===== src/rtl/csa_group_accumulator.sv =====
// Carry-save group accumulator: each beat's operands fold into an (S,C) state through
// rows of 4:2 compressors; one exact carry-propagate add resolves each closed group.

module half_adder (
  input  logic a,
  input  logic b,
  output logic sum,
  output logic carry
);
  assign sum   = a ^ b;
  assign carry = a & b;
endmodule

module full_adder #(
  parameter int VARIANT = 4
) (
  input  logic a,
  input  logic b,
  input  logic cin,
  output logic sum,
  output logic cout
);
  if (VARIANT == 4) begin : g_mux
    // Propagate-select form: the carry is a mux steered by the propagate term.
    logic p;
    assign p    = a ^ b;
    assign sum  = p ^ cin;
    assign cout = p ? cin : a;
  end else begin : g_logic
    assign sum  = a ^ b ^ cin;
    assign cout = (a & b) | (a & cin) | (b & cin);
  end
endmodule

module compressor42 #(
  parameter int FA_VARIANT = 4
) (
  input  logic x1,
  input  logic x2,
  input  logic x3,
  input  logic x4,
  input  logic cin,
  output logic sum,
  output logic carry,
  output logic cout
);
  logic s1;
  full_adder #(.VARIANT(FA_VARIANT)) u_fa0 (.a(x1), .b(x2), .cin(x3), .sum(s1), .cout(cout));
  full_adder #(.VARIANT(FA_VARIANT)) u_fa1 (.a(s1), .b(x4), .cin(cin), .sum(sum), .cout(carry));
endmodule

module csa42_row #(
  parameter int W          = 24,
  parameter int FA_VARIANT = 4
) (
  input  logic [W-1:0] a,
  input  logic [W-1:0] b,
  input  logic [W-1:0] c,
  input  logic [W-1:0] d,
  output logic [W-1:0] s,
  output logic [W-1:0] cy
);
  logic [W-1:0] carry;
  logic [W-1:0] cout;
  logic         msb_unused;

  for (genvar gi = 0; gi < W; gi++) begin : g_col
    if (gi == 0) begin : g_lsb
      // Nothing enters bit 0 laterally, so its second stage is a half adder.
      logic s1;
      full_adder #(.VARIANT(FA_VARIANT)) u_fa (.a(a[0]), .b(b[0]), .cin(c[0]), .sum(s1), .cout(cout[0]));
      half_adder u_ha (.a(s1), .b(d[0]), .sum(s[0]), .carry(carry[0]));
    end else begin : g_mid
      compressor42 #(.FA_VARIANT(FA_VARIANT)) u_c42 (
        .x1(a[gi]), .x2(b[gi]), .x3(c[gi]), .x4(d[gi]), .cin(cout[gi-1]),
        .sum(s[gi]), .carry(carry[gi]), .cout(cout[gi])
      );
    end
  end

  // Carry outputs of column i weigh 2^(i+1); the top column's carries wrap away.
  assign cy         = {carry[W-2:0], 1'b0};
  assign msb_unused = carry[W-1] ^ cout[W-1];
endmodule

module csa_group_accumulator #(
  parameter int IN_W       = 8,
  parameter int ACC_W      = 24,
  parameter int N_OPS      = 4,
  parameter bit IN_SIGNED  = 1'b1,
  parameter int APPROX_LSB = 0,
  parameter int CNT_W      = 8,
  parameter int FA_VARIANT = 4
) (
  input  logic                    clk,
  input  logic                    rst_n,
  input  logic                    in_valid,
  output logic                    in_ready,
  input  logic [N_OPS*IN_W-1:0]   in_ops,
  input  logic                    in_last,
  output logic                    out_valid,
  input  logic                    out_ready,
  output logic [ACC_W-1:0]        out_sum,
  output logic [CNT_W-1:0]        out_beats
);
  localparam int NV = N_OPS + 2;
  localparam logic [ACC_W-1:0] LO_MASK = {ACC_W{1'b1}} >> (ACC_W - APPROX_LSB);

  typedef enum logic [1:0] {ACC, RESOLVE, HOLD} state_t;

  state_t           state;
  logic [ACC_W-1:0] s_acc;
  logic [ACC_W-1:0] c_acc;  // carry vector stored already shifted to its column weight
  logic [CNT_W-1:0] cnt;
  logic [ACC_W-1:0] ext_op [NV];
  logic [ACC_W-1:0] hi [NV];
  logic [ACC_W-1:0] lo_or, tree_s, tree_c;
  logic             accept;

  if (APPROX_LSB < 0 || APPROX_LSB > ACC_W) begin : g_bad_approx
    $error("APPROX_LSB must lie in 0..ACC_W");
  end

  // Approximate columns are OR-compressed off to the side; the tree sees them as zero,
  // so no carry can originate there or cross into the first exact column.
  always_comb begin
    for (int k = 0; k < N_OPS; k++) begin
      if (IN_SIGNED) ext_op[k] = ACC_W'($signed(in_ops[k*IN_W +: IN_W]));
      else           ext_op[k] = ACC_W'(in_ops[k*IN_W +: IN_W]);
    end
    ext_op[N_OPS]   = s_acc;
    ext_op[N_OPS+1] = c_acc;
    lo_or = '0;
    for (int k = 0; k < NV; k++) begin
      hi[k] = ext_op[k] & ~LO_MASK;
      lo_or = lo_or | (ext_op[k] & LO_MASK);
    end
  end

  if (N_OPS == 2) begin : g_tree2
    csa42_row #(.W(ACC_W), .FA_VARIANT(FA_VARIANT)) u_r0 (
      .a(hi[0]), .b(hi[1]), .c(hi[2]), .d(hi[3]), .s(tree_s), .cy(tree_c));
  end else if (N_OPS == 4) begin : g_tree4
    logic [ACC_W-1:0] s0, c0;
    csa42_row #(.W(ACC_W), .FA_VARIANT(FA_VARIANT)) u_r0 (
      .a(hi[0]), .b(hi[1]), .c(hi[2]), .d(hi[3]), .s(s0), .cy(c0));
    csa42_row #(.W(ACC_W), .FA_VARIANT(FA_VARIANT)) u_r1 (
      .a(s0), .b(c0), .c(hi[4]), .d(hi[5]), .s(tree_s), .cy(tree_c));
  end else if (N_OPS == 8) begin : g_tree8
    logic [ACC_W-1:0] s0, c0, s1, c1, s2, c2;
    csa42_row #(.W(ACC_W), .FA_VARIANT(FA_VARIANT)) u_r0 (
      .a(hi[0]), .b(hi[1]), .c(hi[2]), .d(hi[3]), .s(s0), .cy(c0));
    csa42_row #(.W(ACC_W), .FA_VARIANT(FA_VARIANT)) u_r1 (
      .a(hi[4]), .b(hi[5]), .c(hi[6]), .d(hi[7]), .s(s1), .cy(c1));
    csa42_row #(.W(ACC_W), .FA_VARIANT(FA_VARIANT)) u_r2 (
      .a(s0), .b(c0), .c(s1), .d(c1), .s(s2), .cy(c2));
    csa42_row #(.W(ACC_W), .FA_VARIANT(FA_VARIANT)) u_r3 (
      .a(s2), .b(c2), .c(hi[8]), .d(hi[9]), .s(tree_s), .cy(tree_c));
  end else begin : g_bad_ops
    $error("N_OPS must be 2, 4 or 8");
  end

  assign accept = in_valid & in_ready;

  always_ff @(posedge clk or negedge rst_n) begin
    if (!rst_n) begin
      state     <= ACC;
      s_acc     <= '0;
      c_acc     <= '0;
      cnt       <= '0;
      in_ready  <= 1'b0;
      out_valid <= 1'b0;
      out_sum   <= '0;
      out_beats <= '0;
    end else begin
      case (state)
        ACC: begin
          in_ready <= 1'b1;
          if (accept) begin
            s_acc <= tree_s | lo_or;
            c_acc <= tree_c;
            if (cnt != '1) cnt <= cnt + 1'b1;
            if (in_last) begin
              in_ready <= 1'b0;
              state    <= RESOLVE;
            end
          end
        end
        RESOLVE: begin
          out_sum   <= s_acc + c_acc;
          out_beats <= cnt;
          out_valid <= 1'b1;
          state     <= HOLD;
        end
        HOLD: begin
          if (out_ready) begin
            out_valid <= 1'b0;
            s_acc     <= '0;
            c_acc     <= '0;
            cnt       <= '0;
            in_ready  <= 1'b1;
            state     <= ACC;
          end
        end
        default: state <= ACC;
      endcase
    end
  end
endmodule


===== config.mk =====
export PLATFORM = sky130hd
export DESIGN_NAME = csa_group_accumulator
export DESIGN_NICKNAME = d
export VERILOG_FILES = /design/src/rtl/csa_group_accumulator.sv
export SDC_FILE = /design/constraint.sdc
export NUM_CORES = 1
export LEC_CHECK = 0
export CORE_UTILIZATION = 50
export DETAILED_ROUTE_END_ITERATION = 8
export PLACE_DENSITY = 0.79
export REMOVE_ABC_BUFFERS = 1
export SLEW_MARGIN = 40
export SYNTH_ARGS = -nofsm -noshare
export SYNTH_HDL_FRONTEND = slang
export SYNTH_HIERARCHICAL = 1
export SYNTH_SLANG_ARGS = --single-unit

===== constraint.sdc =====
create_clock -name clk -period 6.1 [get_ports clk]
set_clock_uncertainty 0.15 [all_clocks]
set_input_delay 1.83 -clock clk [delete_from_list [all_inputs] [get_ports clk]]
set_output_delay 1.83 -clock clk [all_outputs]
set_load 0.02 [all_outputs]

==> impl_metrics.prom <==
# TYPE chip_impl_metric gauge
chip_impl_info{name="outcome",value="finished, final reports clean"} 1
chip_impl_metric{name="cts.repair.resized",unit=""} 0
chip_impl_metric{name="final_layout_size_suffix_gt1_share",unit="%"} 5.13
chip_impl_metric{name="cts.repair_timing.setup_buffer_count",unit=""} 0
chip_impl_metric{name="worst_slew_pin_slew",unit="ns"} 0.620
chip_impl_metric{name="avgSynthCellArea",unit="sq um"} 12.1
chip_impl_info{name="critPathTopFamily",value="XOR/XNOR gates"} 1
chip_impl_metric{name="insertion_delay",unit="ns"} 0.34
chip_impl_metric{name="track_usage",unit="%"} 19.3
chip_impl_metric{name="setup.reg_to_reg.worst_slack",unit="ns"} 3.04
chip_impl_info{name="r2r_start",value="s_acc[0]"} 1
chip_impl_info{name="worstSetupPathType",value="in2reg"} 1
chip_impl_info{name="rsz0062_at_grt",value="false"} 1
chip_impl_metric{name="worst_ir_drop_vdd",unit="V"} 0.000246
chip_impl_info{name="critical_path.most_common_cell",value="sky130_fd_sc_hd__xor3_1"} 1
chip_impl_metric{name="maxCapViolCount",unit=""} 0
chip_impl_info{name="hold-path-endpoint",value="out_beats[6]"} 1
chip_impl_metric{name="cp.required",unit="ns"} 6.18
chip_impl_metric{name="finish.instance_area",unit="sq um"} 8870
chip_impl_metric{name="gp_congestion",unit=""} 0.851
chip_impl_metric{name="grt_first_pass_wirelength",unit="microns"} 25600
chip_impl_metric{name="floorplan.rows",unit=""} 45
chip_impl_metric{name="wl",unit="microns"} 15000
chip_impl_metric{name="design.die.area",unit="sq um"} 16500
chip_impl_metric{name="avgViaCountPerCell",unit=""} 5.65
chip_impl_metric{name="cts_max_level",unit=""} 3
chip_impl_metric{name="cts-root-to-sink-buffers",unit=""} 2
chip_impl_metric{name="cts.sink_count",unit=""} 92
chip_impl_metric{name="yosysWarnings",unit=""} 6
chip_impl_info{name="path_cells",value="clkdlybuf4s50_1, buf_4, xor3_1, xor3_1, xor3_1, xor3_1, a22o_1"} 1
chip_impl_metric{name="timing.final.crit_period",unit="ns"} 4.51
chip_impl_info{name="root_cell_of_the_clock_tree",value="sky130_fd_sc_hd__clkbuf_16"} 1
chip_impl_metric{name="dp_slack",unit="ns"} 0.843
chip_impl_metric{name="wl_per_cell",unit="microns"} 16.8
chip_impl_metric{name="antenna_cells_inserted",unit=""} 0
chip_impl_metric{name="placeableCoreArea",unit="sq um"} 15400
chip_impl_metric{name="initial_antenna_violation_count",unit=""} 0
chip_impl_metric{name="firstDrtPassIters",unit=""} 4
chip_impl_metric{name="cts.reportedPaths.clkPinSlew",unit="ns"} 0.07
chip_impl_metric{name="cpPeakStageDelay",unit="ns"} 0.46
chip_impl_metric{name="via_count_of_the_first_global_routing_pass",unit=""} 5193
chip_impl_metric{name="power.density_cell_area",unit="nW/um^2"} 488
chip_impl_metric{name="critical_path.max_fanout",unit=""} 33
chip_impl_metric{name="num_io_pins",unit=""} 71
chip_impl_info{name="holdCritPathClass",value="reg2reg"} 1
chip_impl_info{name="cp-end-kind",value="flip-flop"} 1
chip_impl_metric{name="tritoncts.num_buffers",unit=""} 9
chip_impl_metric{name="ff_latch_area",unit="sq um"} 2300
chip_impl_metric{name="maxSlewViolCount",unit=""} 0
chip_impl_metric{name="post_route_setup_tns",unit="ns"} 0
chip_impl_metric{name="finalCritPeriodShare",unit="%"} 73.9
chip_impl_metric{name="fp.dieW",unit="microns"} 129
chip_impl_info{name="cts_tree",value="built"} 1
chip_impl_metric{name="drt.antenna.violating_nets",unit=""} 0
chip_impl_metric{name="route.detailed.drc",unit=""} 0
chip_impl_metric{name="design.final.nets",unit=""} 741
chip_impl_metric{name="cp_num_buf_inv",unit=""} 2
chip_impl_metric{name="setup_ws",unit="ns"} 1.59
chip_impl_metric{name="grt_overflow_total",unit=""} 0
chip_impl_metric{name="vias",unit=""} 5044
chip_impl_metric{name="grt_start_max_net_pins",unit=""} 56
chip_impl_metric{name="io_buffer_count",unit=""} 70
chip_impl_metric{name="setup_viol_count_final",unit=""} 0
chip_impl_metric{name="first_iter_violations",unit=""} 220
chip_impl_metric{name="syn-instance-count",unit=""} 662
chip_impl_metric{name="initial_core_util",unit="%"} 51.9
chip_impl_metric{name="mapped_cell_area",unit="sq um"} 8000
chip_impl_metric{name="hold_depth",unit=""} 2
chip_impl_info{name="critical_path.startpoint_type",value="input pin"} 1
chip_impl_metric{name="hold_viol",unit=""} 0
chip_impl_info{name="worst_r2r_endpoint",value="out_sum[12]"} 1
chip_impl_metric{name="worst-endpoint-arrival",unit="ns"} 4.59
chip_impl_metric{name="multi_input_comb_area",unit="sq um"} 5260
chip_impl_metric{name="layout.filler_cells",unit=""} 1290
chip_impl_info{name="min-delay-start",value="out_beats[6]"} 1
chip_impl_metric{name="instance_area_after_placement",unit="sq um"} 8570
chip_impl_metric{name="number_of_buffers_inserted_by_hold_repair_at_cts",unit=""} 0
chip_impl_info{name="highest_delay_cell_along_the_critical_path",value="sky130_fd_sc_hd__clkdlybuf4s50_1"} 1
chip_impl_metric{name="estimated_wirelength_of_the_detail_placed_design",unit="microns"} 10800
chip_impl_metric{name="power_leakage",unit="nW"} 4.29
chip_impl_metric{name="fp.dieH",unit="microns"} 129
chip_impl_metric{name="timing.slew.headroom",unit="%"} 58.7
chip_impl_metric{name="worstRegToRegCells",unit=""} 9
chip_impl_metric{name="maxClockFrequency",unit="MHz"} 222
chip_impl_metric{name="layout_overhead_on_the_synthesized_area",unit="%"} 10.8
## worst reg2reg max path: stages (launching register included)
cell,delay [ns]
sky130_fd_sc_hd__dfrtp_1,0.43
sky130_fd_sc_hd__ha_1,0.26
sky130_fd_sc_hd__fa_1,0.44
sky130_fd_sc_hd__a21o_1,0.20
sky130_fd_sc_hd__a221o_2,0.37
sky130_fd_sc_hd__a311o_2,0.46
sky130_fd_sc_hd__a21o_1,0.20
sky130_fd_sc_hd__a21oi_2,0.14
sky130_fd_sc_hd__xor2_1,0.20
sky130_fd_sc_hd__o21ai_1,0.07
## report_power, final
group	leakage, nW	switching (mW)	total (mW)	internal, mW
clock network	0.140	0.245	0.567	0.321
logic	2.97	1.12	2.65	1.53
registers	1.18	0.259	1.11	0.850
total	4.29	1.62	4.32	2.70
## flip-flops by register name (all words and copies together) (netlist names)
name       count
c_acc         24
cnt            8
state          2
out_valid      1
s_acc         24
out_sum       24
out_beats      8
in_ready       1
## metal layers
metal / part of all wire (%) / routed length (microns) / global-route usage, % / vias up
met5: 0 / 0 / 0 / -
li1: - / - / - / 2426
met2: 47 / 7060 / 31.3 / 92
met1: 48 / 7200 / 26.9 / 2513
met3: 3.8 / 570 / 2.95 / 13
met4: 0.86 / 129 / 5.95 / 0
## worst max-delay path by stage
stage | depth (start not counted) | to | slack [ns] | start
2_1_floorplan | 3 | c_acc[0] | 1.53 | in_valid
3_3_place_gp | 7 | c_acc[22] | 0.93 | in_ops[15]
3_5_place_dp | 7 | s_acc[15] | 0.84 | in_ops[15]
4_1_cts | 7 | s_acc[15] | 1.20 | in_ops[15]
5_1_grt | 7 | s_acc[15] | 1.46 | in_ops[7]
6_report | 7 | s_acc[9] | 1.59 | in_ops[7]
## through the flow
step	hold slack (ns)	utilization, %	instances	power, mW
after CTS	0.345	57.5	893	4.34
final	0.336	57.5	893	4.32
after global routing	0.357	57.5	893	4.62
after floorplan	0.329	-	590	3.13
after detailed placement	0.321	55.5	877	3.75
after global placement	0.314	55.5	877	3.65
## cells in the final DEF, fill, tap and decap left out, types with 3 or more instances in the layout
cell type / n
sky130_fd_sc_hd__xor3_1: 94
sky130_fd_sc_hd__dfrtp_1: 92
sky130_fd_sc_hd__maj3_1: 90
sky130_fd_sc_hd__nand2_1: 70
sky130_fd_sc_hd__clkdlybuf4s50_1: 67
sky130_fd_sc_hd__a22o_1: 48
sky130_fd_sc_hd__ha_1: 26
sky130_fd_sc_hd__o21ai_0: 23
sky130_fd_sc_hd__nor2_1: 17
sky130_fd_sc_hd__xnor2_1: 17
sky130_fd_sc_hd__a21oi_1: 16
sky130_fd_sc_hd__xor2_1: 11
sky130_fd_sc_hd__a21o_1: 10
sky130_fd_sc_hd__clkbuf_16: 9
sky130_fd_sc_hd__nand3_1: 7
sky130_fd_sc_hd__buf_4: 7
sky130_fd_sc_hd__o21ai_1: 6
sky130_fd_sc_hd__and3_1: 5
sky130_fd_sc_hd__and2_1: 4
sky130_fd_sc_hd__o21a_1: 4
sky130_fd_sc_hd__nand2b_1: 4
sky130_fd_sc_hd__a31oi_1: 3
## area by class of cell
type | count | area share [%]
clock buffers | 10 | 2.58
clock inverters | 6 | 0.804
inverters | 2 | 0.0847
multi-input cells | 496 | 59.3
flip-flops and latches | 92 | 26.0
well taps | 211 | 2.98
repair buffers | 76 | 8.27
(Power assumes the default switching activity.)
